[src/rtl/fetch_unit_pkg.sv]
// Shared fetch-stage types and architectural constants.
package fetch_unit_pkg;

  localparam int unsigned ADDRESS_SIZE     = 16;
  localparam int unsigned INSTRUCTION_SIZE = 32;
  localparam int unsigned FETCH_DEPTH      = 2;

  // Opcode occupies the top six bits of every instruction word.
  typedef enum logic [5:0] {
    OP_ALU    = 6'h00,
    OP_LOAD   = 6'h01,
    OP_STORE  = 6'h02,
    OP_BRANCH = 6'h03,
    OP_NOP    = 6'h3F
  } opcode_t;

  localparam logic [INSTRUCTION_SIZE-1:0] NOP_INSTRUCTION =
    {OP_NOP, {(INSTRUCTION_SIZE - 6){1'b0}}};

  typedef struct packed {
    logic [ADDRESS_SIZE-1:0]     address;
    logic [INSTRUCTION_SIZE-1:0] word;
  } fetch_entry_t;

endpackage

[src/rtl/fetch_fifo.sv]
// Small synchronous FIFO with push, pop, flush and occupancy count.
module fetch_fifo #(
  parameter int unsigned WIDTH = 8,
  parameter int unsigned DEPTH = 2
) (
  input  logic                         clock,
  input  logic                         reset,
  input  logic                         push,
  input  logic [WIDTH-1:0]             push_data,
  input  logic                         pop,
  input  logic                         flush,
  output logic [WIDTH-1:0]             head,
  output logic [$clog2(DEPTH+1)-1:0]   count
);

  localparam int unsigned PW = (DEPTH > 1) ? $clog2(DEPTH) : 1;
  localparam int unsigned CW = $clog2(DEPTH + 1);

  logic [WIDTH-1:0] storage [DEPTH];
  logic [PW-1:0]    rd_ptr;
  logic [PW-1:0]    wr_ptr;

  function automatic logic [PW-1:0] advance(input logic [PW-1:0] p);
    return (p == PW'(DEPTH - 1)) ? '0 : p + 1'b1;
  endfunction

  // Pointer and occupancy bookkeeping; flush overrides any push or pop.
  always_ff @(posedge clock or negedge reset) begin
    if (!reset) begin
      rd_ptr <= '0;
      wr_ptr <= '0;
      count  <= '0;
    end else if (flush) begin
      rd_ptr <= '0;
      wr_ptr <= '0;
      count  <= '0;
    end else begin
      if (push) wr_ptr <= advance(wr_ptr);
      if (pop)  rd_ptr <= advance(rd_ptr);
      count <= count + CW'(push) - CW'(pop);
    end
  end

  // Data storage needs no reset; only occupied slots are ever read.
  always_ff @(posedge clock) begin
    if (push && !flush) storage[wr_ptr] <= push_data;
  end

  assign head = storage[rd_ptr];

endmodule

[src/rtl/fetch_unit.sv]
// Fetch stage: PC sequencing, credit-limited memory requests, prefetch
// buffering, squash on jump and the registered pc/instruction output.
module fetch_unit
  import fetch_unit_pkg::*;
#(
  parameter int unsigned DEPTH = FETCH_DEPTH
) (
  input  logic                        clock,
  input  logic                        reset,
  input  logic                        stall,
  input  logic                        jump,
  input  logic [ADDRESS_SIZE-1:0]     jump_address,
  output logic                        imem_request,
  output logic [ADDRESS_SIZE-1:0]     imem_address,
  input  logic                        imem_valid,
  input  logic [INSTRUCTION_SIZE-1:0] imem_data,
  output logic [ADDRESS_SIZE-1:0]     pc,
  output logic [INSTRUCTION_SIZE-1:0] instruction
);

  localparam int unsigned CW = $clog2(DEPTH + 1);

  logic [ADDRESS_SIZE-1:0] fetch_pc;
  logic [ADDRESS_SIZE-1:0] tag_head;
  logic [CW-1:0]           outstanding;
  logic [CW-1:0]           discard;
  logic [CW-1:0]           count;
  logic [CW:0]             credit_used;
  logic                    pop;
  logic                    issue;
  logic                    accept;
  fetch_entry_t            head_entry;
  fetch_entry_t            push_entry;

  assign pop         = !jump && !stall && (count != '0);
  assign credit_used = {1'b0, outstanding} + {1'b0, count} - (CW + 1)'(pop);
  // Gated by reset so no request leaves while the memory is held in reset.
  assign issue       = reset && !jump && (credit_used < (CW + 1)'(DEPTH));
  assign accept      = imem_valid && (discard == '0);
  assign push_entry  = '{address: tag_head, word: imem_data};

  assign imem_request = issue;
  assign imem_address = fetch_pc;

  // Tag queue occupancy doubles as the outstanding-request count: it is never
  // flushed, so squashed requests keep their credit until their response lands.
  fetch_fifo #(
    .WIDTH (ADDRESS_SIZE),
    .DEPTH (DEPTH)
  ) tag_queue (
    .clock     (clock),
    .reset     (reset),
    .push      (issue),
    .push_data (fetch_pc),
    .pop       (imem_valid),
    .flush     (1'b0),
    .head      (tag_head),
    .count     (outstanding)
  );

  fetch_fifo #(
    .WIDTH ($bits(fetch_entry_t)),
    .DEPTH (DEPTH)
  ) prefetch (
    .clock     (clock),
    .reset     (reset),
    .push      (accept),
    .push_data (push_entry),
    .pop       (pop),
    .flush     (jump),
    .head      (head_entry),
    .count     (count)
  );

  // Next address to request: redirect on jump, advance on each issue.
  always_ff @(posedge clock or negedge reset) begin
    if (!reset)     fetch_pc <= '0;
    else if (jump)  fetch_pc <= jump_address;
    else if (issue) fetch_pc <= fetch_pc + 1'b1;
  end

  // Responses still owed to squashed requests are counted down and dropped.
  always_ff @(posedge clock or negedge reset) begin
    if (!reset)                          discard <= '0;
    else if (jump)                       discard <= outstanding - CW'(imem_valid);
    else if (imem_valid && discard != '0) discard <= discard - 1'b1;
  end

  // Registered pc/instruction toward the read stage.
  always_ff @(posedge clock or negedge reset) begin
    if (!reset) begin
      pc          <= '0;
      instruction <= NOP_INSTRUCTION;
    end else if (jump) begin
      instruction <= NOP_INSTRUCTION;
    end else if (!stall) begin
      if (pop) begin
        pc          <= head_entry.address;
        instruction <= head_entry.word;
      end else begin
        instruction <= NOP_INSTRUCTION;
      end
    end
  end

  a_no_spurious_response: assert property (
    @(posedge clock) disable iff (!reset) imem_valid |-> (outstanding != '0)
  );

endmodule

[config.mk]
export PLATFORM = sky130hd
export DESIGN_NAME = fetch_unit
export DESIGN_NICKNAME = d
export VERILOG_FILES = /design/src/rtl/fetch_unit_pkg.sv /design/src/rtl/fetch_fifo.sv /design/src/rtl/fetch_unit.sv
export SDC_FILE = /design/constraint.sdc
export NUM_CORES = 1
export LEC_CHECK = 0
export BUFFER_PORTS_ARGS = -buffer_cell sky130_fd_sc_hd__buf_2
export CAP_MARGIN = 20
export CORE_MARGIN = 3
export CORE_UTILIZATION = 59
export CTS_BUF_LIST = sky130_fd_sc_hd__clkbuf_2 sky130_fd_sc_hd__clkbuf_4 sky130_fd_sc_hd__clkbuf_8
export DETAILED_ROUTE_END_ITERATION = 8
export GPL_ROUTABILITY_DRIVEN = 0
export GPL_TIMING_DRIVEN = 0
export PLACE_DENSITY = 0.92
export SLEW_MARGIN = 10
export SYNTH_ARGS = -nofsm -noshare
export SYNTH_HDL_FRONTEND = slang
export SYNTH_SLANG_ARGS = --single-unit
[constraint.sdc]
create_clock -name clock -period 8.5 [get_ports clock]
set_input_delay 2.55 -clock clock [delete_from_list [all_inputs] [get_ports clock]]
set_output_delay 2.55 -clock clock [all_outputs]
set_load 0.01 [all_outputs]
# Word-level counts from Yosys, hierarchy flattened
# Memories as Yosys holds them, arrays and structs flattened.
# Index checks and enable logic that the tools add are counted.
# word_totals
register_bits,74
latchBits,0
ramBits,128
romBits,0
input_bits,53
output_inout_bits,65
word_cells,66
memories,2
# op_classes
n_addsub,13
mul,0
n_div,0
magnitude_cmp,1
eq_ne,1
shift,0
muxes,20
bitwise_logic,2
reduce_logical,17
# mem_list
memory,words,word_bits,rd,rd_ports_with_merged_regs,write_ports,line,rtl
prefetch.storage,2,48,1,0,1,fetch_fifo.sv:19,logic [WIDTH-1:0] storage [DEPTH];
tag_queue.storage,2,16,1,0,1,fetch_fifo.sv:19,
# op_table
op,n
$mux W32,3
$mux W16,2
$add A16 B1 Y16 const B,1
$mux W1,12
$reduce_bool A2 Y1,6
$logic_and A1 B1 Y1,7
$mux W2,3
$sub A2 B1 Y2,3
$add A1 B1 Y1 const B,4
$add A2 B1 Y2,2
$add A2 B2 Y3,1
$lt A3 B2 Y1 const B,1
$reduce_and A3 Y1,1
$sub A3 B1 Y3,1
$logic_not A1 Y1,2
$logic_not A2 Y1,1
$ne A2 B1 Y1 const B,1
$not A1 Y1,2
$sub A2 B1 Y2 const B,1

# Depth between registers and ports, before layout
# Gate-level depths: netlist (run 1).
# depth
depth_word,8
ltp_mapped,15
ltp_nobuf,13

# Modules after synthesis
# A second synthesis (run 1) with hierarchy kept.
# hier_totals
cells_unflattened,504
hier_area_um2,8081.5
# by_module_without_submodules
mod,instances,cells_each,area_per_inst_um2,seq_area_each_um2
fetch_fifo (prefetch),1,166,3712.3,2982.9
fetch_unit,1,271,2960.3,1659.1
fetch_fifo (tag_queue),1,67,1408.9,1061.0

# Least setup slack after synthesis (run 1)
# No wires, ideal clock.
# synth_timing
path_kind,input-to-output
start,input stall
end,output imem_request
t_arrival_ns,4.980
required_time_ns,5.950
setup_slack_ns,0.970
cell_stages,12
n_path_buf,2
cell_sequence,nor2_1 -> nand2_1 -> inv_1 -> clkbuf_1 -> clkbuf_1 -> ha_1 -> inv_1 -> nand2_1 -> fa_1 -> xor2_1 -> nand3_1 -> inv_1
# synth_via
elab_chain_cells,6
# synth_lines
element,line,rtl
start: declaration,fetch_unit.sv:10,"input logic stall,"
$logic_not A1 Y1,-,
$logic_and A1 B1 Y1 (2 in a row),fetch_unit.sv:35,assign pop = !jump && !stall && (count != '0);
$sub A3 B1 Y3,fetch_unit.sv:36,"assign credit_used = {1'b0, outstanding} + {1'b0, count} - (CW + 1)'(pop);"
$lt A3 B2 Y1,fetch_unit.sv:38,assign issue = reset && !jump && (credit_used < (CW + 1)'(DEPTH));
$logic_and A1 B1 Y1,fetch_unit.sv:38,
end: declaration,fetch_unit.sv:13,"output logic imem_request,"
# No other way between the ends.

# Final worst setup path (run 1)
# Ends and elaborated chain as after synthesis.

==> results of run 1 <==
## sequential cells by signal, indices dropped and copies added (netlist names), 2 cells and up
register and count:
prefetch.count 2, prefetch.storage 96, tag_queue.count 2, instruction 32, tag_queue.storage 32, pc 16
discard 2, imem_address 16
## cells by family (layout without fill, tap and decap cells)
logic type                 after synthesis  count (layout)
AOI/OAI and AO/OA                       78              78
xor gates and xnor gates                12              12
adders and majority gates                7               7
buffers and inverters                   35             214
DFF                                    202             202
muxes                                   66              66
and+or+nand+nor                        118             118
## worst min path at each step
stage	startpoint	endpoint	slack, ns
floorplan	tag_queue.wr_ptr$_DFFE_PN0P_	tag_queue.wr_ptr$_DFFE_PN0P_	0.46
global placement	instruction[4]$_DFFE_PN0P_	instruction[4]$_DFFE_PN0P_	0.46
detailed placement	instruction[15]$_DFFE_PN0P_	instruction[15]$_DFFE_PN0P_	0.47
CTS	instruction[18]$_DFFE_PN0P_	instruction[18]$_DFFE_PN0P_	0.49
global route	tag_queue.wr_ptr$_DFFE_PN0P_	tag_queue.wr_ptr$_DFFE_PN0P_	0.53
finish	instruction[18]$_DFFE_PN0P_	instruction[18]$_DFFE_PN0P_	0.49
## synthesized netlist by cell type (2+ instances only)
cell type and count:
nor2b_1 3, mux2_2 16, o21ai_0 29, buf_2 4
nor2_1 29, edfxtp_1 128, dfstp_2 6, a21oi_1 22
nor4_1 2, xor2_1 4, nand2_1 53, o211ai_1 10
or4_1 4, nand4_1 2, a221o_1 2, xnor2_1 8
nand3_1 10, a211oi_1 2, clkbuf_1 17, ha_1 6
mux2i_1 50, dfrtp_1 68, inv_1 12, and2_1 3
nor3_1 2, o311ai_0 9
## final cells by class
| type | count | area [µm²] | share of cell area [%] |
|---|---|---|---|
| sequential | 202 | 5700 | 61.6 |
| multi-input combinational | 281 | 1910 | 20.7 |
| timing repair buffer | 125 | 696 | 7.52 |
| clock buffer | 46 | 552 | 5.96 |
| tap | 172 | 215 | 2.33 |
| buffer | 21 | 85.1 | 0.920 |
| inverter | 13 | 52.6 | 0.568 |
| clock inverter | 9 | 37.5 | 0.406 |
## worst max-delay path: cells and delay by family
kind	cells	cell delay, ns
xor+xnor	1	0.32
buf+inv	6	1.36
fa+ha+maj	2	0.69
simple gates	4	0.75
## what timing repair did
| item | 4_1_cts | 5_1_grt |
|---|---|---|
| endpoints found under the hold margin | 0 | 0 |
| setup endpoints to repair | 1 | 1 |
| gates resized for setup | 2 | 1 |
## metrics by stage
step / std cells / hold slack [ns] / TNS (ns) / area (µm²) / total power, W
after detailed placement: 815 / 0.473 / -0.168 / 8660 / 0.00197
final: 869 / 0.486 / 0 / 9250 / 0.00271
after global routing: 869 / 0.529 / 0 / 9250 / 0.00285
after global placement: 807 / 0.456 / -13.72 / 8540 / 0.00191
after floorplan: 518 / 0.460 / 0 / 7740 / 0.00173
after CTS: 870 / 0.488 / 0 / 9250 / 0.00272
## layer usage
layer,vias up,track usage (%)
met1,2487,29.6
met3,48,3.98
met4,2,8.07
li1,2233,-
met2,249,39.5
met5,-,0
## where the power goes
part	switching [W]	internal, W
clock	0.000338	0.000412
sequential	0.0000836	0.00122
combinational	0.000387	0.000266
total	0.000809	0.00190
==> impl_metrics.yaml, run 1 <==
grt:
  grt_max_degree: 63
  grt_first_pass_wirelength_mm: 26.3
  grt_usage_pct: 22.9
  antenna_found_initial: 1
  grt_pass1_vias: 5250
  grt-ovfl-total: 0
logic_synthesis:
  synth_top_area_cell: "edfxtp_1"
  synthSimpleGateAreaFrac_pct: 7.05
  synth_area_leaders: "edfxtp_1 (50%), dfrtp_1 (22%), mux2i_1 (6.5%)"
  synth_edf_count: 128
  synth_xor_area_share_pct: 1.36
  avgSynthCellArea_um2: 14.9
  synth_fa_ha_area_share_pct: 1.23
  yosys_warnings: 0
  synth-main-ff-cell: "edfxtp_1"
  synthCells: 518
  synth_top_family_by_area: "multiplexers"
  synth_nets: 578
  synth_top_area_share_pct: 49.7
  synth_compound_area_share_pct: 6.14
  synth_cell_types: 43
  ys_seq_elements: 202
  synthArstFlopShare_pct: 36.6
  seq_area_frac_synth_pct: 73.7
  syn_area_um2: 7740
  synthMuxAreaShare_pct: 8.79
floorplanning:
  die_h_um: 121
  core_area_um2: 12700
  rows: 41
  io_pins: 118
  start_util_pct: 60.8
  die_area_um2: 14500
  die_w_um: 121
clock_network:
  cts_root_buf: "clkbuf_8"
  cts_htree_levels: 1
  cts_tree: "done"
  clock_sinks: 202
  insertion_delay_ns: 0.53
  cts_setup_buffers: 0
  cts_buffers: 31
  clk_pin_slew_ns: 0.06
  cts_hold_buf: 0
  cts_max_path_buffers: 3
setup_path:
  rr_startpoint: "prefetch.count[1]$_DFF_PN0_"
  worstPathMaxFanout: 11
  cp-endpoint: "imem_request"
  cpMostUsedCell: "inv_1"
  path_class: "in -> out"
  startpoint: "stall"
  cp-end-kind: "output port"
  cpPeakStageDelay_ns: 0.41
  rr_worst_depth: 14
  r2r_slack_ns: 4.14
  worstSetupStartpointType: "primary input"
  reg2reg_to: "tag_queue.storage[0][12]$_DFFE_PP_"
  crit_chain: "buf_2, nor2_1, nand2_2, inv_1, clkbuf_2, ha_1, inv_1, nand2_1, fa_1, xor2_1, nand3_1, inv_1, buf_2"
  crit_path_top_delay_cell: "fa_1"
  required_ns: 5.95
  arrival_ns: 5.68
route:
  ant_nets: 0
  wl_met1_mm: 6.48
  met2_length_mm: 8.31
  wirelength_mm: 16.5
  drtIter0Drc: 427
  post_drt_wl_per_cell_um: 19.0
  top_layer_used: "met5"
  wl_met3_mm: 1.22
  route.vias.total: 5019
  viasPerCell: 5.78
  drtPass1Iterations: 5
  drc_errors: 0
final_layout:
  final_core_util_pct: 72.7
  final_common_cell: "edfxtp_1"
  nets: 735
  fill_cells: 807
  syn2layout_area_growth_pct: 19.5
  num_antenna_cells: 0
  drive_gt1_share_pct: 30.0
  layout_common_cells: "edfxtp_1 (128), buf_2 (120), dfrtp_1 (68)"
sta:
  min_period_over_period_pct: 96.8
  maxSlewViolCount: 0
  fin_skew_ns: 0.0187
  fmax_mhz: 122
  min_period_ns: 8.23
  hold_viol: 0
  finalSetupViolations: 0
  finalWorstSetupSlack_ns: 0.270
  rsz0062_at_grt: "false"
  worstMarginPinSlew_ns: 0.789
  slew_headroom_pct: 47.4
hold_path:
  hold_class: "reg -> reg"
  hold_path_depth: 2
job:
  max_cap_viol_count: 0
power:
  cellPowerDensity_nw_per_um2: 293
  leakage_nw: 3.62
  peakVddDrop_mv: 0.155
placed_design:
  place_hpwl_mm: 11.5
  preCtsSetupSlack_ns: -0.168
  io_buffers: 117
status:
  status: "completed"
Note: power is estimated with default switching activity, not from simulation.
==> inputs of run 2 (changes only) <==
--- a/config.mk
+++ b/config.mk
@@ -14,7 +14,8 @@
 export GPL_ROUTABILITY_DRIVEN = 0
 export GPL_TIMING_DRIVEN = 0
 export PLACE_DENSITY = 0.92
-export SLEW_MARGIN = 10
+export SLEW_MARGIN = 0
 export SYNTH_ARGS = -nofsm -noshare
 export SYNTH_HDL_FRONTEND = slang
+export SYNTH_HIERARCHICAL = 1
 export SYNTH_SLANG_ARGS = --single-unit
==> run 2 against run 1 <==
Compared with the run above:
- die area rose by 4.2%
- critical path depth did not move
- via count fell by 0.90%
- combinational power fell by 5.2%
- worst hold slack got worse by 0.012 ns
- maximum frequency fell by 0.89%
- clock power rose by 9.1%
- worst setup slack got worse by 0.074 ns
- clock skew rose by 0.0027 ns
- register-to-register slack improved by 0.17 ns
- cell area rose by 5.1%
- first-iteration DRC count fell by 11%
- critical path type unchanged
- critical endpoint unchanged
- largest cell class unchanged
==> impl_metrics.yaml, run 2 <==
setup_path:
  worstSetupStartpointType: "primary input"
  worstPathMaxFanout: 12
  arrival_ns: 5.75
  cp-end-kind: "output port"
  required_ns: 5.95
  path_class: "in -> out"
grt:
  grt_pass1_vias: 5208
  grt_first_pass_wirelength_mm: 27.3
  grt_max_degree: 44
  grt_usage_pct: 23.6
  antenna_found_initial: 0
  grt-ovfl-total: 0
job:
  max_cap_viol_count: 0
logic_synthesis:
  ys_top_cells_by_count: "edfxtp_1 (128), dfrtp_1 (68), nand2_1 (64), mux2_2 (45), a22o_1 (26)"
  synth_edf_count: 128
  synth_top_area_cell: "edfxtp_1"
  synth_top_area_share_pct: 47.6
  yosys_warnings: 6
  synthCells: 504
  synth_cell_types: 54
  synthArstFlopShare_pct: 36.6
  avgSynthCellArea_um2: 16.0
  seq_area_frac_synth_pct: 70.6
  syn_area_um2: 8080
  ys_seq_elements: 202
  synth_area_leaders: "edfxtp_1 (48%), dfrtp_1 (21%), mux2_2 (6.3%)"
  synth_most_common_cell: "edfxtp_1"
  synth-main-ff-cell: "edfxtp_1"
power:
  total_power_w: 0.00274
  leakage_nw: 4.04
  peakVddDrop_mv: 0.195
  cellPowerDensity_nw_per_um2: 281
clock_network:
  cts_tree: "done"
  clock_sinks: 202
  ctsResizeCount: 0
  cts_max_path_buffers: 3
  cts_root_buf: "clkbuf_8"
  cts_setup_buffers: 0
  clk_pin_slew_ns: 0.06
  cts_hold_buf: 0
  cts_buffers: 30
  insertion_delay_ns: 0.55
  cts_htree_levels: 1
sta:
  tns_ns: 0
  min_period_ns: 8.30
  slew_headroom_pct: 52.8
  fin_skew_ns: 0.0214
  min_period_over_period_pct: 97.7
  fmax_mhz: 120
  hold_viol: 0
  maxSlewViolCount: 0
  rsz0062_at_grt: "false"
  worstMarginPinSlew_ns: 0.707
  finalSetupViolations: 0
route:
  viasPerCell: 5.71
  route.vias.total: 4974
  met2_length_mm: 9.02
  wl_met1_mm: 6.71
  wl_met3_mm: 1.29
  drtPass1Iterations: 7
  top_layer_used: "met4"
  drtIter0Drc: 380
  drc_errors: 0
  ant_nets: 0
  post_drt_wl_per_cell_um: 19.9
  wirelength_mm: 17.4
floorplanning:
  io_pins: 118
  core_area_um2: 13300
  rows: 42
  die_area_um2: 15100
  start_util_pct: 60.8
  die_w_um: 123
  die_h_um: 123
final_layout:
  biggestRegsByFlops: "prefetch/storage (96), instruction (32), tag_queue/storage (32)"
  syn2layout_area_growth_pct: 20.3
  drive_gt1_share_pct: 39.9
  nets: 734
  fill_cells: 793
  num_antenna_cells: 0
  layout_common_cells: "edfxtp_1 (128), buf_2 (119), dfrtp_1 (68)"
  largest_reg_flops: 96
  final_common_cell: "edfxtp_1"
  max_flop_register: "prefetch/storage"
placed_design:
  io_buffers: 117
  place_hpwl_mm: 11.9
status:
  status: "completed"
hold_path:
  hold_class: "reg -> reg"
## run 2: cell types whose count changed in the layout (fill, tap and decap cells not counted), sizes merged, moves of 7 or more
cell,delta
a21oi,-21
a22o,+26
buf,+12
clkbuf,-7
mux2,+48
mux2i,-48
nand2,+12
nor2,-15
o21ai,-22
## run 2: layer usage
layer	global-route usage [%]	vias up
met5	0	-
met4	7.68	0
met3	4.76	34
met2	41.5	223
met1	29.6	2482
li1	-	2235
## run 2: cells by family (layout without fill, tap and decap cells)
family	after synthesis	count (layout)	share of synthesized area (%)
xor gates and xnor gates	10	10	1.52
and+or+nand+nor	115	115	7.08
adders and majority gates	10	10	1.64
other	1	6	0.0464
AOI/OAI and AO/OA	64	64	6.58
muxes	66	66	10.0
buffers and inverters	36	222	2.52
DFF	202	202	70.6
## run 2: worst paths after layout
path	start	to	slack, ns	depth (start not counted)
max in group asynchronous	reset	instruction[31]$_DFFE_PN1P_	5.86	2
worst min-delay path	pc[3]$_DFFE_PN0P_	pc[3]$_DFFE_PN0P_	0.47	2
min in group asynchronous	reset	instruction[12]$_DFFE_PN0P_	1.95	1
worst min register to register	pc[3]$_DFFE_PN0P_	pc[3]$_DFFE_PN0P_	0.47	2
worst max register to register	prefetch/count[0]$_DFF_PN0_	tag_queue/storage[1][7]$_DFFE_PP_	4.31	12
worst max-delay path	jump	imem_request	0.20	13
## run 2: per-stage QoR
step / hold WS [ns] / cell area, µm² / std cells / utilization, % / worst slack (ns)
final: 0.475 / 9730 / 871 / 73.2 / 0.196
after global routing: 0.492 / 9730 / 871 / 73.2 / 0.0226
after CTS: 0.477 / 9730 / 871 / 73.2 / 0.180
after detailed placement: 0.463 / 9080 / 815 / 68.3 / 0.194
after global placement: 0.455 / 8910 / 802 / 67.0 / -0.414
after floorplan: 0.514 / 8100 / 509 / - / 1.24
## run 2: layout make-up
class	count	area (µm²)	share of cell area (%)
Sequential cell	202	5700	58.6
Multi-Input combinational cell	271	2210	22.8
Timing Repair Buffer	130	743	7.64
Clock buffer	47	578	5.94
Tap cell	176	220	2.26
Buffer	20	144	1.48
Clock inverter	9	63.8	0.656
Inverter	16	60.1	0.618
## run 2: worst max-delay path, cell delays in order
cell	delay, ns
buf_2	0.15
buf_4	0.19
nor2_1	0.11
o21ai_1	0.24
inv_2	0.22
clkbuf_1	0.57
ha_1	0.35
nand2b_1	0.15
fa_1	0.51
and3b_2	0.25
nand2_2	0.09
inv_2	0.18
buf_2	0.17
## run 2: power by group
group          total [W]  internal [W]  switching (W)
clock network   0.000818      0.000461       0.000357
registers        0.00130       0.00120      0.0000979
logic           0.000619      0.000281       0.000337
total            0.00274       0.00194       0.000792
